<file path="config.mk">
export PLATFORM = sky130hd
export DESIGN_NAME = fd_n_prog_flat
export DESIGN_NICKNAME = d
export VERILOG_FILES = /design/src/rtl/fd_n_prog_pkg.sv /design/src/rtl/fd_n_prog_if.sv /design/src/rtl/fd_cfg_shadow.sv /design/src/rtl/fd_n_prog.sv /design/src/flat_wrapper.sv
export SDC_FILE = /design/constraint.sdc
export NUM_CORES = 1
export LEC_CHECK = 0
export CORE_AREA = 2 2 49 51
export CTS_CLUSTER_DIAMETER = 30
export DETAILED_ROUTE_END_ITERATION = 12
export DIE_AREA = 0 0 51 53
export DONT_BUFFER_PORTS = 1
export GPL_ROUTABILITY_DRIVEN = 0
export GPL_TIMING_DRIVEN = 1
export PLACE_DENSITY = 0.8
export SLEW_MARGIN = 5
export SYNTH_ARGS = -nofsm -noshare
export SYNTH_HDL_FRONTEND = slang
export SYNTH_HIERARCHICAL = 1
export SYNTH_SLANG_ARGS = --single-unit
export TNS_END_PERCENT = 30
</file>
<file path="constraint.sdc">
create_clock -name clk_out -period 4.3 [get_ports clk_out]
set_input_delay 0.86 -clock clk_out [delete_from_list [all_inputs] [get_ports clk_out]]
set_output_delay 0.86 -clock clk_out [all_outputs]
set_load 0.02 [all_outputs]
</file>
<file path="src/rtl/fd_n_prog_pkg.sv">
// Shared constants and config types for the programmable feedback divider.
// Optional sticky ratio-error flag is enabled by defining FD_CFG_ERR_EN.
package fd_pkg;

  localparam logic FD_MODE_PULSE = 1'b0;
  localparam logic FD_MODE_HALF  = 1'b1;
  localparam int   FD_N_MIN      = 2;
  localparam int   FD_W          = 4;

  typedef struct packed {
    logic            mode;
    logic [FD_W-1:0] n;
  } fd_cfg_t;

  // High-phase length in half-duty mode; odd ratios get the extra cycle high.
  function automatic int unsigned fd_half(input int unsigned n);
    return (n + 1) >> 1;
  endfunction

endpackage

</file>
<file path="src/rtl/fd_n_prog_if.sv">
// Control/status bundle between the divider and whoever programs it.
// cfg_err exists only when FD_CFG_ERR_EN is defined.
interface fd_n_prog_if #(
  parameter int W = 4
);

  logic         en;
  logic [W-1:0] n_in;
  logic         mode_in;
  logic         n_load;
  logic         n_ack;
  logic         n_pend;
  logic         div_out;
  logic         tick;
`ifdef FD_CFG_ERR_EN
  logic         cfg_err;
`endif

  modport master (
    output en, n_in, mode_in, n_load,
    input  n_ack, n_pend, div_out, tick
`ifdef FD_CFG_ERR_EN
    , input cfg_err
`endif
  );

  modport slave (
    input  en, n_in, mode_in, n_load,
    output n_ack, n_pend, div_out, tick
`ifdef FD_CFG_ERR_EN
    , output cfg_err
`endif
  );

endinterface

</file>
<file path="src/rtl/fd_cfg_shadow.sv">
// Double-buffered ratio/mode config: capture with clamp, pending flag, transfer at wrap, ack.
// Macro FD_CFG_ERR_EN adds a sticky flag raised by any clamped capture.
module fd_cfg_shadow
  import fd_pkg::*;
#(
  parameter int W        = 4,
  parameter int N_RST    = 4,
  parameter int MODE_RST = 0
) (
  input  logic         clk_out,
  input  logic         rst_n,
  input  logic         n_load,
  input  logic [W-1:0] n_in,
  input  logic         mode_in,
  input  logic         wrap,
  output logic [W-1:0] act_n,
  output logic         act_mode,
  output logic [W-1:0] nxt_n,
  output logic         nxt_mode,
  output logic         n_ack,
  output logic         n_pend
`ifdef FD_CFG_ERR_EN
  , output logic       cfg_err
`endif
);

  typedef struct packed {
    logic         mode;
    logic [W-1:0] n;
  } cfg_t;

  localparam cfg_t RST_CFG = '{mode: MODE_RST[0], n: W'(N_RST)};

  cfg_t shd;
  cfg_t act;
  cfg_t act_d;
  cfg_t cap;
  logic bad;
  logic xfer;

  always_comb begin
    bad      = (n_in < W'(FD_N_MIN));
    cap.n    = bad ? W'(FD_N_MIN) : n_in;
    cap.mode = mode_in;
    xfer     = wrap & n_pend;
    act_d    = xfer ? shd : act;
  end

  // The transfer reads the old shadow, so a load on the wrap edge stays pending.
  always_ff @(posedge clk_out or negedge rst_n) begin
    if (!rst_n) begin
      shd    <= RST_CFG;
      act    <= RST_CFG;
      n_pend <= 1'b0;
      n_ack  <= 1'b0;
    end else begin
      act    <= act_d;
      n_ack  <= xfer;
      n_pend <= n_load | (n_pend & ~xfer);
      if (n_load) begin
        shd <= cap;
      end
    end
  end

`ifdef FD_CFG_ERR_EN
  always_ff @(posedge clk_out or negedge rst_n) begin
    if (!rst_n) begin
      cfg_err <= 1'b0;
    end else if (n_load && bad) begin
      cfg_err <= 1'b1;
    end
  end
`endif

  assign act_n    = act.n;
  assign act_mode = act.mode;
  assign nxt_n    = act_d.n;
  assign nxt_mode = act_d.mode;

endmodule

</file>
<file path="src/rtl/fd_n_prog.sv">
// Programmable feedback divider: divides clk_out by N in pulse or half-duty mode,
// config changes land only on period boundaries. Optional cfg_err via FD_CFG_ERR_EN.
module fd_n_prog
  import fd_pkg::*;
#(
  parameter int W        = 4,
  parameter int N_RST    = 4,
  parameter int MODE_RST = 0
) (
  input  logic        clk_out,
  input  logic        rst_n,
  fd_n_prog_if.slave  bus
);

  logic [W-1:0] cnt;
  logic [W-1:0] cnt_d;
  logic [W-1:0] act_n;
  logic         act_mode;
  logic [W-1:0] nxt_n;
  logic         nxt_mode;
  logic [W:0]   half;
  logic         wrap;
  logic         div_q;
  logic         div_d;
  logic         tick_q;
  logic         tick_d;
  logic         ack;
  logic         pend;

  fd_cfg_shadow #(
    .W        (W),
    .N_RST    (N_RST),
    .MODE_RST (MODE_RST)
  ) u_shadow (
    .clk_out  (clk_out),
    .rst_n    (rst_n),
    .n_load   (bus.n_load),
    .n_in     (bus.n_in),
    .mode_in  (bus.mode_in),
    .wrap     (wrap),
    .act_n    (act_n),
    .act_mode (act_mode),
    .nxt_n    (nxt_n),
    .nxt_mode (nxt_mode),
    .n_ack    (ack),
    .n_pend   (pend)
`ifdef FD_CFG_ERR_EN
    , .cfg_err (bus.cfg_err)
`endif
  );

  // Outputs decode the next count against the next config so they line up with cnt.
  always_comb begin
    wrap   = bus.en && (cnt == act_n - W'(1));
    cnt_d  = cnt;
    if (bus.en) begin
      cnt_d = wrap ? '0 : cnt + W'(1);
    end
    half   = (W+1)'(fd_half(32'(nxt_n)));
    tick_d = (cnt_d == nxt_n - W'(1));
    if (nxt_mode == FD_MODE_HALF) begin
      div_d = ({1'b0, cnt_d} < half);
    end else begin
      div_d = ~tick_d;
    end
  end

  always_ff @(posedge clk_out or negedge rst_n) begin
    if (!rst_n) begin
      cnt    <= '0;
      div_q  <= 1'b1;
      tick_q <= 1'b0;
    end else begin
      cnt    <= cnt_d;
      div_q  <= div_d;
      tick_q <= tick_d;
    end
  end

  assign bus.div_out = div_q;
  assign bus.tick    = tick_q;
  assign bus.n_ack   = ack;
  assign bus.n_pend  = pend;

endmodule

</file>
<file path="src/flat_wrapper.sv">
// flat-port wrapper written by rule: the top's interface ports become plain ports
module fd_n_prog_flat import fd_pkg::*;
#(
  parameter int W        = 4,
  parameter int N_RST    = 4,
  parameter int MODE_RST = 0
)
  (clk_out, rst_n, bus_en, bus_n_in, bus_mode_in, bus_n_load, bus_n_ack, bus_n_pend, bus_div_out, bus_tick);
  fd_n_prog_if #(.W(W)) bus_i ();
  input  logic clk_out;
  input  logic rst_n;
  input wire logic [$bits(bus_i.en)-1:0] bus_en;
  input wire logic [$bits(bus_i.n_in)-1:0] bus_n_in;
  input wire logic [$bits(bus_i.mode_in)-1:0] bus_mode_in;
  input wire logic [$bits(bus_i.n_load)-1:0] bus_n_load;
  output wire logic [$bits(bus_i.n_ack)-1:0] bus_n_ack;
  output wire logic [$bits(bus_i.n_pend)-1:0] bus_n_pend;
  output wire logic [$bits(bus_i.div_out)-1:0] bus_div_out;
  output wire logic [$bits(bus_i.tick)-1:0] bus_tick;
  assign bus_i.en = bus_en;
  assign bus_i.n_in = bus_n_in;
  assign bus_i.mode_in = bus_mode_in;
  assign bus_i.n_load = bus_n_load;
  assign bus_n_ack = bus_i.n_ack;
  assign bus_n_pend = bus_i.n_pend;
  assign bus_div_out = bus_i.div_out;
  assign bus_tick = bus_i.tick;
  fd_n_prog #(.W(W), .N_RST(N_RST), .MODE_RST(MODE_RST)) u_core (.clk_out(clk_out), .rst_n(rst_n), .bus(bus_i));
endmodule
</file>
==> flow_metrics.env <==
export IMPL_root_buffer="clkbuf_4"
export IMPL_hp_class="input port to async pin"
export IMPL_postCtsSetupBuffers=0
export IMPL_initialDrtViolationCount=23
export IMPL_path_class="flip-flop to flip-flop"
export IMPL_h_tree_depth=1
export IMPL_start_util_pct=53.6
export IMPL_synthTopCellsByCount="15 x dfrtp_1, 9 x xor2_1, 8 x inv_1"
export IMPL_viasPerCell=5.54
export IMPL_placed_cell_area_mm2=0.00117
export IMPL_reg2reg_from="u_core/u_shadow/act_n[0]"
export IMPL_grt_pass1_vias=773
export IMPL_p_clk_share_pct=9.8
export IMPL_synth_most_common_cell="dfrtp_1"
export IMPL_port_buffers=0
export IMPL_num_rows=17
export IMPL_antenna_cells=0
export IMPL_cp_required_ps=4530
export IMPL_drive_gt1_share_pct=19.1
export IMPL_p_comb_share_pct=62.0
export IMPL_cts_tree="yes"
export IMPL_p_leak_nw=0.542
export IMPL_synth_cells=110
export IMPL_synth_top_area_share_pct=32.6
export IMPL_synthArstFlopShare_pct=100
export IMPL_slew_limit_headroom_pct=65.4
export IMPL_path_max_fanout=9
export IMPL_syn_nets=126
export IMPL_dr_pass1_iters=4
export IMPL_hold_viol_final=0
export IMPL_clk_pin_slew_worst_paths_ps=100
export IMPL_ys_ff_latch=18
export IMPL_die_area_mm2=0.00270
export IMPL_p_per_area_mw_per_mm2=865
export IMPL_ff2ff_setup_slack_ps=950
export IMPL_synth_edf_count=0
export IMPL_setup_violations=0
export IMPL_hold_buffers=0
export IMPL_cap_viol_max_count=0
export IMPL_switching_share_pct=43.8
export IMPL_p_int_mw=0.584
export IMPL_yosys_area_top_type="dfrtp_1"
export IMPL_wl_per_cell_um=15.1
export IMPL_die_h_um=53
export IMPL_synth_warnings=6
export IMPL_period_minus_slack_ps=3350
export IMPL_rsz0062_at_grt="no"
export IMPL_fin_setup_tns_ps=0
export IMPL_status="complete, no violations"
export IMPL_cts_path_max_buffers=2
export IMPL_yosysSeqAreaShare_pct=39.5
export IMPL_die_width_um=51
export IMPL_antenna_found_initial=0
export IMPL_grtUsageTotal_pct=18.3
export IMPL_worstMarginPinSlew_ps=516
export IMPL_r2r_cells=15
export IMPL_clock_sinks=18
export IMPL_max_vdd_ir_drop_v=0.000432
export IMPL_r2r_end="u_core/bus.div_out"
export IMPL_finalCritPeriodShare_pct=77.8
export IMPL_avgSynthCellArea_um2=10.5
export IMPL_cts_resized=0
export IMPL_grt_ovfl_total=0
export IMPL_synthesis_area_mm2=0.00115
export IMPL_pwr_share_seq_pct=28.2
export IMPL_nets=127
export IMPL_numCtsBuffers=3
export IMPL_synth_cell_types=33
export IMPL_worstSetupEndpointType="flip-flop"
export IMPL_synth_ff_type="dfrtp_1"
export IMPL_dp_hpwl_um=1650
export IMPL_utilization_pct=56.0
export IMPL_core_area_mm2=0.00215
export IMPL_cp_startpoint="u_core/u_shadow/act_n[0]"
export IMPL_worstPathArrival_ps=3570
export IMPL_fin_worst_skew_ps=4.25
export IMPL_ant_nets=0
export IMPL_yosys_top_cells_area="dfrtp_1 33%, mux2_4 7.8%, ha_1 7.6%"
export IMPL_grt_max_degree=19
export IMPL_slew_violations=0
export IMPL_grt_pass1_wl_um=3600
export IMPL_fill_cells=199
export IMPL_switching_power_mw=0.456
export IMPL_worstSetupStartpointType="flip-flop"
export IMPL_drc=0
export IMPL_area_growth_pct=4.46
export IMPL_drt_total_wl_um=2090
export IMPL_route_vias_total=765
export IMPL_fmax_mhz=299
export IMPL_io_pins=13
export IMPL_clkLatencyLatePin_ps=290
export IMPL_final_area_mm2=0.00120
-- through the flow --
stage | hold WS, ps | std cells | worst slack, ps | power, mW
6_report | 246 | 138 | 954 | 1.04
5_1_grt | 220 | 138 | 736 | 1.13
4_1_cts | 231 | 138 | 982 | 1.04
3_5_place_dp | 490 | 134 | 1030 | 0.933
3_3_place_gp | 492 | 134 | 1090 | 0.898
2_1_floorplan | 476 | 110 | 1170 | 0.823
-- final cells by class --
class | count | area, um2 | area share, %
timing repair buffer | 1 | 7.51 | 0.624
inverter | 8 | 30.0 | 2.50
sequential | 18 | 454 | 37.8
tap | 28 | 35.0 | 2.91
clock buffer | 4 | 36.3 | 3.02
multi-input combinational | 79 | 639 | 53.2
-- critical path: stages, from the launching register on --
cell     delay (ps)
dfrtp_1         420
inv_1            60
ha_1            300
xor2_1          170
and3_1          190
and3_1          170
buf_4           170
nand2_4         130
mux2_4          370
ha_1            240
xnor2_1         170
ha_1            250
o21a_1          170
o21a_1          170
o22a_1          170
mux2i_1         140
-- worst max path at each step --
stage / endpoint / slack [ps] / depth (start not counted)
2_1_floorplan: u_core/bus.div_out / 1170 / 15
3_3_place_gp: u_core/bus.div_out / 1090 / 15
3_5_place_dp: u_core/bus.div_out / 1030 / 15
4_1_cts: u_core/bus.div_out / 980 / 15
5_1_grt: u_core/bus.div_out / 740 / 15
6_report: u_core/bus.div_out / 950 / 15
-- power groups by stage --
stage / Combinational, mW / Clock (mW) / Sequential (mW)
floorplan: 0.540 / 0 / 0.283
global placement: 0.602 / 0 / 0.296
detailed placement: 0.635 / 0 / 0.298
CTS: 0.641 / 0.107 / 0.295
global route: 0.713 / 0.113 / 0.301
finish: 0.645 / 0.102 / 0.293
-- state kept, by name, indices dropped and copies added, names as in the netlist --
| signal | cells |
|---|---|
| u_core/u_shadow/n_pend | 1 |
| u_core/u_shadow/act_n | 4 |
| u_core/u_shadow/n_ack | 1 |
| u_core/u_shadow/act_mode | 1 |
| u_core/bus.div_out | 1 |
| u_core/bus.tick | 1 |
| u_core/cnt | 4 |
| u_core/u_shadow/shd | 5 |
-- metal layers --
layer | global-route usage, % | wire (um) | vias up
met4 | 8.11 | 16 | 0
met3 | 2.54 | 110 | 2
li1 | - | - | 381
met2 | 30.7 | 1020 | 18
met1 | 23.6 | 944 | 364
met5 | 0 | 0 | -
-- placed cells by master, fill, tap and decap left out, types with 4 or more instances in the layout --
master,n
dfrtp_1,15
xor2_1,9
inv_1,8
ha_1,7
nand2_1,6
nor2_1,6
mux2_4,6
xnor2_1,5
nand3_1,5
o21ai_0,4
-- cell families (layout without fill, tap and decap cells) --
kind of cell               Yosys count  count (layout)  share of synthesized area (%)
DFF                                 18              18                           39.5
AOI/OAI and AO/OA                   17              17                           9.89
buffers and inverters               13              13                           5.00
and+or+nand+nor                     30              30                           14.9
muxes                               11              11                           12.5
adders and majority gates            7               7                           7.61
xor gates and xnor gates            14              14                           10.7
(Power assumes the default switching activity.)
